## config.mk

```make
export PLATFORM = sky130hd
export DESIGN_NAME = module_demux_1x4_reg
export DESIGN_NICKNAME = d
export VERILOG_FILES = /design/src/rtl/module_demux_pkg.sv /design/src/rtl/module_out_slot.sv /design/src/rtl/module_demux_1x4_reg.sv
export SDC_FILE = /design/constraint.sdc
export NUM_CORES = 1
export LEC_CHECK = 0
export ABC_AREA = 0
export CORE_MARGIN = 2
export CORE_UTILIZATION = 40
export CTS_CLUSTER_DIAMETER = 100
export DETAILED_ROUTE_END_ITERATION = 16
export PLACE_DENSITY = 0.8
export SETUP_SLACK_MARGIN = 0.5
export SLEW_MARGIN = 20
export SYNTH_ARGS = -nofsm -noshare
export SYNTH_HDL_FRONTEND = slang
export SYNTH_SLANG_ARGS = --single-unit
```

## constraint.sdc

```tcl
create_clock -name clk -period 7 [get_ports clk]
set_clock_uncertainty 0.15 [all_clocks]
set_input_delay 1.4 -clock clk [delete_from_list [all_inputs] [get_ports clk]]
set_output_delay 1.4 -clock clk [all_outputs]
set_load 0.1 [all_outputs]
```

## src/rtl/module_demux_pkg.sv

```systemverilog
// Shared constants for the registered 1-to-4 result demultiplexer.
// Select codes map {s1,s0} directly onto output slot indices.
package module_demux_pkg;

  localparam int NUM_OUT = 4;
  localparam int SEL_W   = 2;

  localparam logic [SEL_W-1:0] SEL_OUT0 = 2'b00;
  localparam logic [SEL_W-1:0] SEL_OUT1 = 2'b01;
  localparam logic [SEL_W-1:0] SEL_OUT2 = 2'b10;
  localparam logic [SEL_W-1:0] SEL_OUT3 = 2'b11;

  // Round-robin pointer step; the natural 2-bit wrap gives 3 -> 0.
  function automatic logic [SEL_W-1:0] rr_next(input logic [SEL_W-1:0] ptr);
    return SEL_W'(ptr + 1'b1);
  endfunction

endpackage

```

## src/rtl/module_out_slot.sv

```systemverilog
// One-entry output register with valid flag. A load in the same cycle as a
// pop wins, so a consumer draining every cycle never sees a bubble.
module module_out_slot
  import module_demux_pkg::*;
#(
  parameter int WIDTH = 32
) (
  input  logic             clk,
  input  logic             rst,
  input  logic             load,
  input  logic             ready,
  input  logic [WIDTH-1:0] din,
  output logic             valid,
  output logic [WIDTH-1:0] data,
  output logic             free
);

  assign free = !valid || ready;

  // Data is left stale after a pop; only valid tells the consumer anything.
  always_ff @(posedge clk or posedge rst) begin
    if (rst) begin
      valid <= 1'b0;
      data  <= '0;
    end else if (load) begin
      valid <= 1'b1;
      data  <= din;
    end else if (ready) begin
      valid <= 1'b0;
    end
  end

endmodule

```

## src/rtl/module_demux_1x4_reg.sv

```systemverilog
// Registered 1-to-4 demultiplexer: one result stream steered to four consumers,
// either by in_sel or by a round-robin pointer that advances on accepted words.
module module_demux_1x4_reg
  import module_demux_pkg::*;
#(
  parameter int WIDTH   = 32,
  parameter int COUNT_W = 16
) (
  input  logic                 clk,
  input  logic                 rst,
  input  logic                 in_valid,
  output logic                 in_ready,
  input  logic [WIDTH-1:0]     in_data,
  input  logic [SEL_W-1:0]     in_sel,
  input  logic                 rr_en,
  output logic [NUM_OUT-1:0]   out_valid,
  input  logic [NUM_OUT-1:0]   out_ready,
  output logic [WIDTH-1:0]     out_data0,
  output logic [WIDTH-1:0]     out_data1,
  output logic [WIDTH-1:0]     out_data2,
  output logic [WIDTH-1:0]     out_data3,
  output logic [COUNT_W-1:0]   xfer_count
);

  logic [SEL_W-1:0]   rr_ptr;
  logic [SEL_W-1:0]   tgt;
  logic [NUM_OUT-1:0] slot_free;
  logic [NUM_OUT-1:0] load;
  logic               accept;
  logic [WIDTH-1:0]   slot_data [NUM_OUT];

  assign tgt      = rr_en ? rr_ptr : in_sel;
  assign in_ready = slot_free[tgt];
  assign accept   = in_valid && in_ready;

  always_comb begin
    load = '0;
    unique case (tgt)
      SEL_OUT0: load[0] = accept;
      SEL_OUT1: load[1] = accept;
      SEL_OUT2: load[2] = accept;
      SEL_OUT3: load[3] = accept;
    endcase
  end

  for (genvar k = 0; k < NUM_OUT; k++) begin : g_slot
    module_out_slot #(.WIDTH(WIDTH)) u_slot (
      .clk   (clk),
      .rst   (rst),
      .load  (load[k]),
      .ready (out_ready[k]),
      .din   (in_data),
      .valid (out_valid[k]),
      .data  (slot_data[k]),
      .free  (slot_free[k])
    );
  end

  assign out_data0 = slot_data[0];
  assign out_data1 = slot_data[1];
  assign out_data2 = slot_data[2];
  assign out_data3 = slot_data[3];

  // The pointer only moves on words it actually steered, so toggling rr_en
  // resumes round-robin where it left off.
  always_ff @(posedge clk or posedge rst) begin
    if (rst) begin
      rr_ptr     <= '0;
      xfer_count <= '0;
    end else if (accept) begin
      xfer_count <= xfer_count + 1'b1;
      if (rr_en) rr_ptr <= rr_next(rr_ptr);
    end
  end

endmodule
```

* Word-level counts from Yosys, hierarchy flattened *
Index checks and enable logic that the tools add are counted.

storage, ports and cells
  bits in registers = 150
  input port bits = 42
  output and inout bits = 149
  word-level logic and storage cells = 46

cells by class
  add/sub/neg operators = 2
  $lt $le $gt $ge = 1
  equal/unequal tests = 3
  mux-type cells = 15
  reductions and logical operators = 15

operators with widths
  kind                     count
  $add A16 B1 Y16 const B  1
  $mux W1                  13
  $reduce_bool A2 Y1       4
  $eq A2 B2 Y1 const B     2
  $logic_not A1 Y1         4
  $logic_or A1 B1 Y1       4
  $lt A2 B3 Y1 const B     1
  $add A2 B1 Y2 const B    1
  $bmux W1 S2              1
  $eq A2 B1 Y1 const B     1
  $logic_not A2 Y1         1
  $mux W2                  1
  $reduce_and A2 Y1        1
  $logic_and A1 B1 Y1      1

* Longest topological paths before layout *
Gate-level depths: netlist of the first run.

  word-level depth = 7
  depth in mapped cells = 8
  gate-level depth less buffers = 6

* Modules after synthesis *
From an unflattened synthesis of the first run, not the netlist that was laid out.

second synthesis, totals
  cell total of the unflattened synthesis = 386
  area, all modules = 6552.5 µm²

modules (own cells, without submodules)
  module                times used  cells each  area each (µm²)  sequential area each (µm²)
  module_out_slot       4           72          1382.6           825.8
  module_demux_1x4_reg  1           98          1022.2           450.4

* Worst setup path before layout of the first run *
Ideal clock, no wire load.

  path kind = input port to output port
  start point = input rr_en
  end point = output in_ready
  arrival time = 2.715 ns
  data required time = 5.450 ns
  setup slack = 2.735 ns
  stages on the path = 4
  buffers on the path = 2
  cells stage by stage = buf_6 a32o_1 a2111oi_4 buf_2

between the ends
  cells in the longest elaborated chain, start to end = 3

ends and longest elaborated chain
  item                           line                        source
  start, declared                module_demux_1x4_reg.sv:15  input logic rr_en,
  $mux W2                        module_demux_1x4_reg.sv:32  assign tgt = rr_en ? rr_ptr : in_sel;
  $bmux W1 S2                    module_demux_1x4_reg.sv:33  assign in_ready = slot_free[tgt];
  $mux W1 (implied by the code)  module_demux_1x4_reg.sv:33
  end, declared                  module_demux_1x4_reg.sv:12  output logic in_ready,

No other way between the ends. The select of a mux whose other input is x is not followed.

* Worst setup path after layout of the first run *
Ends and elaborated chain as after synthesis.

==> results of run 1 <==
==> cell usage after synthesis (all sizes together) (2+ instances only) <==
cell type,number
a21bo,3
a21boi,3
a21oi,3
and2,3
and3,10
and4,3
buf,23
clkbuf,2
dfrtp,150
inv,2
mux2,129
nand2,5
nand2b,3
nand3,10
nand3b,2
nand4,6
nor2,3
or3b,2
xnor2,17
==> flip-flops by register name, indices dropped and copies added, names as in the netlist <==
register / count
g_slot.u_slot.data: 128
g_slot.u_slot.valid: 4
xfer_count: 16
rr_ptr: 2
==> logic make-up after synthesis <==
kind of cell	after synthesis	synth area share
xor gates and xnor gates	17	0.02392
AOI/OAI and AO/OA	11	0.01809
DFF	150	0.6030
adders and majority gates	1	0.002010
and+or+nand+nor	50	0.04744
muxes	129	0.2689
buffers and inverters	27	0.03658
==> layer usage <==
metal | track usage | vias to the layer above
met3 | 0.04699 | 15
met2 | 0.2795 | 151
met5 | 0 | -
met1 | 0.2325 | 1965
li1 | - | 1735
met4 | 0.06202 | 0
==> worst max-delay path: stages <==
cell and delay (ns):
clkdlybuf4s50_1 0.65, nor2_1 0.08, a32o_1 0.25, a2111oi_4 0.32
buf_4 0.35
==> cell usage in the layout (no fill, tap or decap), types with 4 or more instances in the layout <==
cell type,netlist,routed
clkdlybuf4s50_1,0,189
nand3_1,10,10
and3_1,10,9
xnor2_1,17,17
nand4_1,6,6
nand2_1,5,5
mux2_2,69,69
mux2_4,59,59
buf_4,4,4
dfrtp_1,150,150
clkbuf_16,0,17
==> final timing paths <==
| path | slack, ns | cells after the start | to |
|---|---|---|---|
| worst max-delay path | 2.39 | 5 | in_ready |
| worst min-delay path | 0.33 | 1 | xfer_count[15]$_DFFE_PP0P_ |
| worst max register to register | 3.94 | 7 | g_slot[3].u_slot.data[30]$_DFFE_PP0P_ |
| worst min register to register | 0.33 | 1 | xfer_count[15]$_DFFE_PP0P_ |
| max in group asynchronous | 4.06 | 3 | g_slot[0].u_slot.data[7]$_DFFE_PP0P_ |
| min in group asynchronous | 1.38 | 2 | g_slot[0].u_slot.data[4]$_DFFE_PP0P_ |
==> final cells by class <==
class	count	area [um2]
clock inverters	13	172.7
fillers	1166	6411
flip-flops and latches	150	3754
multi-input cells	208	2252
well taps	188	235.2
clock buffers	19	442.9
repair buffers	193	1922
inverters	2	12.51
==> metrics by stage <==
stage,instances,cell area (um2),utilization,setup WS (ns),hold slack (ns)
6_report,773,8791,0.5783,2.388,0.3304
3_3_place_gp,741,8172,0.5375,2.399,0.3137
4_1_cts,773,8787,0.5780,2.405,0.3353
5_1_grt,773,8791,0.5783,2.314,0.3437
2_1_floorplan,385,6225,-,1.414,0.3442
3_5_place_dp,741,8172,0.5375,2.263,0.3226
==> impl_metrics.yaml, run 1 <==
synth:
  yosys-top-cells-area: "dfrtp_1 60%, mux2_4 14%, mux2_2 12%"
  yosysSeqAreaShare: 0.6030
  yosys.area.top_type: "dfrtp_1"
  synth_warnings: 0
  synth-main-ff-cell: "dfrtp_1"
  async_flop_share: 1.000
  yosysTopAreaCellShare: 0.6030
  ys_ff_latch: 150
  synth_cells: 385
  ys_types: 31
  synth_edf_count: 0
  syn_area_mm2: 0.006225
  synth_nets: 428
  syn_avg_cell_area_um2: 16.17
setup_path:
  cp_max_fo: 10
  end_kind: "primary output"
  critPathArrivalTime_ns: 3.06
  path_class: "input port to primary output"
  cp.required_ns: 5.45
  startpoint: "rr_en"
  r2r-start: "rr_ptr[0]$_DFFE_PP0P_"
  start_kind: "input port"
layout:
  area_growth_pct: 41.23
  drive_gt1_frac: 0.2991
  antenna_cells: 0
  final_net_count: 615
global_route:
  grt_pass1_vias: 4179
  track_usage: 0.1753
  grt-ovfl-total: 0
  grt_max_degree: 98
  antenna_found_initial: 0
  grt_pass1_wl_um: 22720
routing:
  final_antenna_net_count: 0
  dr.max_layer_used: "met4"
  first_pass_iters: 4
  post_drt_wl_per_cell_um: 17.88
  wl_met1_um: 6072
  drc: 0
  drt_first_iter_violations: 152
  wirelength_um: 13820
  vias: 3866
  wl_met2_um: 6719
  vias_per_cell: 5.001
  met3WireLength_um: 847
clocking:
  cts_max_path_buffers: 2
  clock_latency_ns: 0.41
  clock-sinks: 150
  cts_hold_buf: 0
  root_buffer: "clkbuf_16"
  cts_buffers: 17
  cts_max_level: 4
  cts_tree: "built"
  cts-resized-gates: 0
  cts.clk_slew.worst_paths_ns: 0.06
  postCtsSetupBuffers: 0
placement:
  io_buffer_count: 190
  hpwlAfterDp_um: 9292
  gp_congestion: 0.7819
die:
  fp.dieH_um: 128.7
  chipWidth_um: 128.7
  fp-row-count: 45
  ios: 191
  core_area_mm2: 0.01520
  start_util: 0.4095
  die_area_mm2: 0.01658
run_status:
  status: "complete, no violations"
timing:
  hold_viol_final: 0
  rsz0062_at_grt: "false"
  max_freq_mhz: 216.8
  worst_pin_slew_ns: 1.025
  drv_slew: 0
  setup-violations-final: 0
  fin_setup_tns_ns: 0
  slew_headroom: 0.3148
  period_needed_ns: 4.612
  fin_crit_sh: 0.6589
worst_hold_path:
  min-delay-start: "xfer_count[15]$_DFFE_PP0P_"
  worstHoldPathType: "flip-flop to flip-flop"
job:
  drv_cap: 0
Power of run 1 is not shown: default switching activity piles up to over one toggle a cycle in this logic, so the estimate is an artifact.
==> run 2: changes to the inputs <==
==> constraint.sdc (replaced) <==
create_clock -name clk -period 4.75 [get_ports clk]
set_clock_uncertainty 0.15 [all_clocks]
set_input_delay 0.95 -clock clk [delete_from_list [all_inputs] [get_ports clk]]
set_output_delay 0.95 -clock clk [all_outputs]
set_load 0.1 [all_outputs]
==> run 2 against run 1 <==
Core utilization increased by 0.83 points; non-clock buffer count increased by 7; via count is 0.13% lower; clock-buffer cell count rose by 1; register-to-register slack lost 1.9 ns; wire length rose by 2.6%; first-iteration DRC count up 51%; cell count increased by 0.91%; critical path depth grew 1; setup slack worse by 1.4 ns; sequential cell count is the same; die area unchanged; critical endpoint unchanged.
==> impl_metrics.yaml, run 2 (synthesis gave the netlist of run 1 again) <==
clocking:
  clock-sinks: 150
  cts_tree: "built"
  cts_max_level: 4
  root_buffer: "clkbuf_16"
  clock_latency_ns: 0.41
  postCtsSetupBuffers: 0
  cts-resized-gates: 0
  cts_max_path_buffers: 2
  cts_hold_buf: 0
  cts_buffers: 17
  cts.clk_slew.worst_paths_ns: 0.06
timing:
  max_freq_mhz: 265.2
  setup-violations-final: 0
  worst_pin_slew_ns: 1.035
  fin_setup_tns_ns: 0
  slew_headroom: 0.3080
  fin_crit_sh: 0.7938
  rsz0062_at_grt: "false"
  drv_slew: 0
  hold_viol_final: 0
  period_needed_ns: 3.770
die:
  fp.dieH_um: 128.7
  ios: 191
  core_area_mm2: 0.01520
  start_util: 0.4095
  chipWidth_um: 128.7
  die_area_mm2: 0.01658
  fp-row-count: 45
global_route:
  grt_pass1_wl_um: 22560
  grt-ovfl-total: 0
  grt_max_degree: 76
  antenna_found_initial: 0
  grt_pass1_vias: 4095
  track_usage: 0.1749
setup_path:
  cp.required_ns: 3.65
  cp_max_fo: 10
  critPathArrivalTime_ns: 2.67
  end_kind: "primary output"
  path_class: "input port to primary output"
  start_kind: "input port"
layout:
  final_net_count: 622
  reg_top3: "g_slot.u_slot.data x128, xfer_count x16, g_slot.u_slot.valid x4"
  design_area_mm2: 0.008917
  drive_gt1_frac: 0.3074
  largest_register_ff_count: 128
  top_register: "g_slot.u_slot.data"
  antenna_cells: 0
  area_growth_pct: 43.26
  final_common_cell: "clkdlybuf4s50_1"
  final_cell_mix: "189 x clkdlybuf4s50_1, 150 x dfrtp_1, 69 x mux2_2"
  fin_util: 0.5866
  stdcell_count: 780
routing:
  first_pass_iters: 5
  drt_first_iter_violations: 229
  wirelength_um: 14180
  final_antenna_net_count: 0
  post_drt_wl_per_cell_um: 18.17
  vias: 3861
  drc: 0
  vias_per_cell: 4.950
placement:
  dpl-instance-area_mm2: 0.008285
  gp_congestion: 0.8162
  dp_cells: 748
  hpwlAfterDp_um: 9807
  io_buffer_count: 190
job:
  drv_cap: 0
worst_hold_path:
  worstHoldPathType: "flip-flop to flip-flop"
run_status:
  status: "complete, no violations"
==> run 2: cell count changes in the layout (fill, tap and decap cells not counted) <==
| cell | delta |
|---|---|
| inv_8 | -1 |
| buf_4 | +2 |
| and3_4 | -1 |
| clkinv_2 | +2 |
| and3_2 | +1 |
| inv_6 | -2 |
| bufinv_16 | +1 |
| clkinvlp_4 | +1 |
| clkbuf_8 | +1 |
| buf_12 | +5 |
| clkinv_4 | -2 |
==> run 2: path summary, 6_finish.rpt <==
path                       depth (start not counted)  slack [ns]                                     to                       start
setup / recovery                                   6        0.98                               in_ready                       rr_en
hold / removal                                     1        0.32             xfer_count[15]$_DFFE_PP0P_  xfer_count[15]$_DFFE_PP0P_
setup reg to reg                                   7        2.01  g_slot[0].u_slot.data[21]$_DFFE_PP0P_       rr_ptr[0]$_DFFE_PP0P_
hold reg to reg                                    1        0.32             xfer_count[15]$_DFFE_PP0P_  xfer_count[15]$_DFFE_PP0P_
max in group asynchronous                          3        2.59   g_slot[3].u_slot.data[2]$_DFFE_PP0P_                         rst
min in group asynchronous                          2        0.95  g_slot[2].u_slot.data[19]$_DFFE_PP0P_                         rst
==> run 2: layout make-up <==
| cell class | instances | area (um2) |
|---|---|---|
| Clock buffer | 20 | 456.7 |
| Multi-Input combinational cell | 208 | 2248 |
| Inverter | 2 | 11.26 |
| Sequential cell | 150 | 3754 |
| Clock inverter | 12 | 175.2 |
| Fill cell | 1164 | 6285 |
| Timing Repair Buffer | 200 | 2037 |
| Tap cell | 188 | 235.2 |
==> run 2: routing by layer <==
layer | wire length [um] | track usage | part of all wire
met5 | 0 | 0 | 0
met4 | 182 | 0.04731 | 0.013
met3 | 789 | 0.05405 | 0.056
met2 | 6855 | 0.2838 | 0.48
met1 | 6348 | 0.2292 | 0.45
==> run 2: per-stage QoR <==
| stage | hold WS [ns] | setup WS (ns) |
|---|---|---|
| final | 0.3227 | 0.9795 |
| after detailed placement | 0.3156 | 0.8689 |
| after global routing | 0.3416 | 0.8909 |
| after CTS | 0.3283 | 0.9845 |
| after global placement | 0.3121 | 0.9884 |
| after floorplan | 0.3442 | 1.385 |
==> run 2: worst max-delay path, cell delays in order <==
cell	delay [ns]
clkdlybuf4s50_1	0.64
nor2_1	0.07
a32o_1	0.25
a2111oi_4	0.34
buf_4	0.23
buf_12	0.18
Power of run 2 is left out for the same reason.
==> run 3: changes to the inputs <==
==> constraint.sdc (replaced) <==
create_clock -name clk -period 3.9 [get_ports clk]
set_clock_uncertainty 0.15 [all_clocks]
set_input_delay 0.78 -clock clk [delete_from_list [all_inputs] [get_ports clk]]
set_output_delay 0.78 -clock clk [all_outputs]
set_load 0.1 [all_outputs]
==> run 3 against run 2 <==
Critical path depth down 1; core utilization down 0.57 points; via count up 0.49%; largest cell class unchanged; clock-buffer cell count unchanged; critical endpoint unchanged; die area unchanged; cell count up 0.26%; design area down 0.97%; worst hold slack better by 0.0089 ns.
==> impl_metrics.yaml, run 3 (synthesis gave the netlist of run 1 again) <==
run_status:
  status: "complete, no violations"
die:
  start_util: 0.4095
  ios: 191
  die_area_mm2: 0.01658
  chipWidth_um: 128.7
  fp-row-count: 45
  fp.dieH_um: 128.7
  core_area_mm2: 0.01520
timing:
  drv_slew: 0
  fin_setup_tns_ns: 0
  worst_pin_slew_ns: 1.033
  fin_crit_sh: 0.8407
  rsz0062_at_grt: "false"
  slew_headroom: 0.3095
  setup-violations-final: 0
  hold_viol_final: 0
  max_freq_mhz: 305.0
  period_needed_ns: 3.279
setup_path:
  ff2ff_path_depth: 7
  critPathMaxStageDelay_ns: 0.54
  r2r_slack_ns: 1.32
  end_kind: "primary output"
  r2r-start: "rr_ptr[0]$_DFFE_PP0P_"
  cp.required_ns: 2.97
  crit_path_cell_trace: "clkdlybuf4s50_1, nor2_1, a32o_1, a2111oi_4, buf_12"
  r2r-end: "g_slot[3].u_slot.data[30]$_DFFE_PP0P_"
  start_kind: "input port"
  cp_max_fo: 4
  critical-path-slowest-cell: "clkdlybuf4s50_1"
  critPathArrivalTime_ns: 2.35
  path_class: "input port to primary output"
layout:
  multi_input_area_mm2: 0.002248
  final_net_count: 624
  top_register: "g_slot.u_slot.data"
  largest_register_ff_count: 128
  drive_gt1_frac: 0.3064
  area_growth_pct: 41.87
  regArea_mm2: 0.003754
  stdcell_count: 782
  final_cell_mix: "188 x clkdlybuf4s50_1, 150 x dfrtp_1, 69 x mux2_2"
  final_common_cell: "clkdlybuf4s50_1"
  reg_top3: "g_slot.u_slot.data x128, xfer_count x16, g_slot.u_slot.valid x4"
  antenna_cells: 0
  fill_cells: 1174
worst_hold_path:
  holdPathEnd: "xfer_count[15]$_DFFE_PP0P_"
  worstHoldPathType: "flip-flop to flip-flop"
  min-delay-start: "xfer_count[15]$_DFFE_PP0P_"
  whs_path_depth: 1
routing:
  drc: 0
  wirelength_um: 14560
  final_antenna_net_count: 0
  drt_first_iter_violations: 179
  vias_per_cell: 4.962
  first_pass_iters: 4
  vias: 3880
  post_drt_wl_per_cell_um: 18.62
global_route:
  grt-ovfl-total: 0
  met3_usage: 0.05696
  track_usage: 0.1836
  met2_usage: 0.2994
  grt_util_met1: 0.2356
  antenna_found_initial: 0
  grt_pass1_vias: 4157
  grt_max_degree: 151
  globalRoute.busiestLayer: "met2"
  grt_pass1_wl_um: 23230
clocking:
  cts_max_path_buffers: 2
  root_buffer: "clkbuf_16"
  clock_latency_ns: 0.41
  cts_tree: "built"
  cts_max_level: 4
  cts.clk_slew.worst_paths_ns: 0.06
  clock-sinks: 150
  cts_buffers: 17
placement:
  gp_congestion: 0.7469
  io_buffer_count: 190
  hpwlAfterDp_um: 10120
  dp_cells: 749
job:
  drv_cap: 0
## run 3: cell count changes in the layout (fill, tap and decap cells not counted)
| cell | change |
|---|---|
| clkinv_4 | +1 |
| clkbuf_8 | -2 |
| clkbuf_1 | +2 |
| buf_4 | +5 |
| clkdlybuf4s50_1 | -1 |
| clkinv_2 | +1 |
| buf_12 | -3 |
| dlymetal6s2s_1 | +1 |
| bufinv_16 | -2 |
## run 3: layout make-up
type                       count  share of cell area
multi-input combinational    208              0.2546
inverter                       2            0.001275
clock inverter                12             0.01459
sequential                   150              0.4250
tap                          188             0.02664
timing repair buffer         202              0.2284
clock buffer                  20             0.04945
## run 3: worst max-delay path by stage
stage	start	endpoint	cells past startpoint	slack [ns]
after detailed placement	rr_en	g_slot[3].u_slot.data[30]$_DFFE_PP0P_	7	0.35
after floorplan	rr_en	in_ready	4	0.87
final	in_sel[0]	in_ready	5	0.62
after global routing	in_sel[0]	in_ready	5	0.58
after global placement	rr_en	g_slot[3].u_slot.data[30]$_DFFE_PP0P_	7	0.46
after CTS	rr_en	in_ready	5	0.51
## run 3: timing repair
item | 4_1_cts | 5_1_grt
resized for setup | 0 | 1
setup endpoints to repair | 1 | 1
buffers inserted | 1 | 0
pin swaps | 1 | 0
cloned | 0 | 0
hold buffers | 0 | 0
## run 3: per-stage QoR
stage	utilization	worst slack, ns	hold WS [ns]	area (um2)
2_1_floorplan	-	0.8750	0.3442	6228
3_3_place_gp	0.5430	0.4605	0.3130	8255
3_5_place_dp	0.5430	0.3520	0.3242	8255
4_1_cts	0.5807	0.5117	0.3368	8828
5_1_grt	0.5809	0.5777	0.3522	8831
6_report	0.5809	0.6214	0.3315	8831
## run 3: layer usage
metal  vias to the layer above  wire (um)
met2                       129       7245
met3                        18        845
met4                         0        205
met1                      1985       6265
li1                       1748          -
met5                         -          0
## run 3: critical path: cells and delay by family
| kind | cells | cell delay [ns] |
|---|---|---|
| buf+inv | 2 | 0.77 |
| compound gates | 2 | 0.71 |
| simple gates | 1 | 0.07 |
Power of run 3 is left out for the same reason.
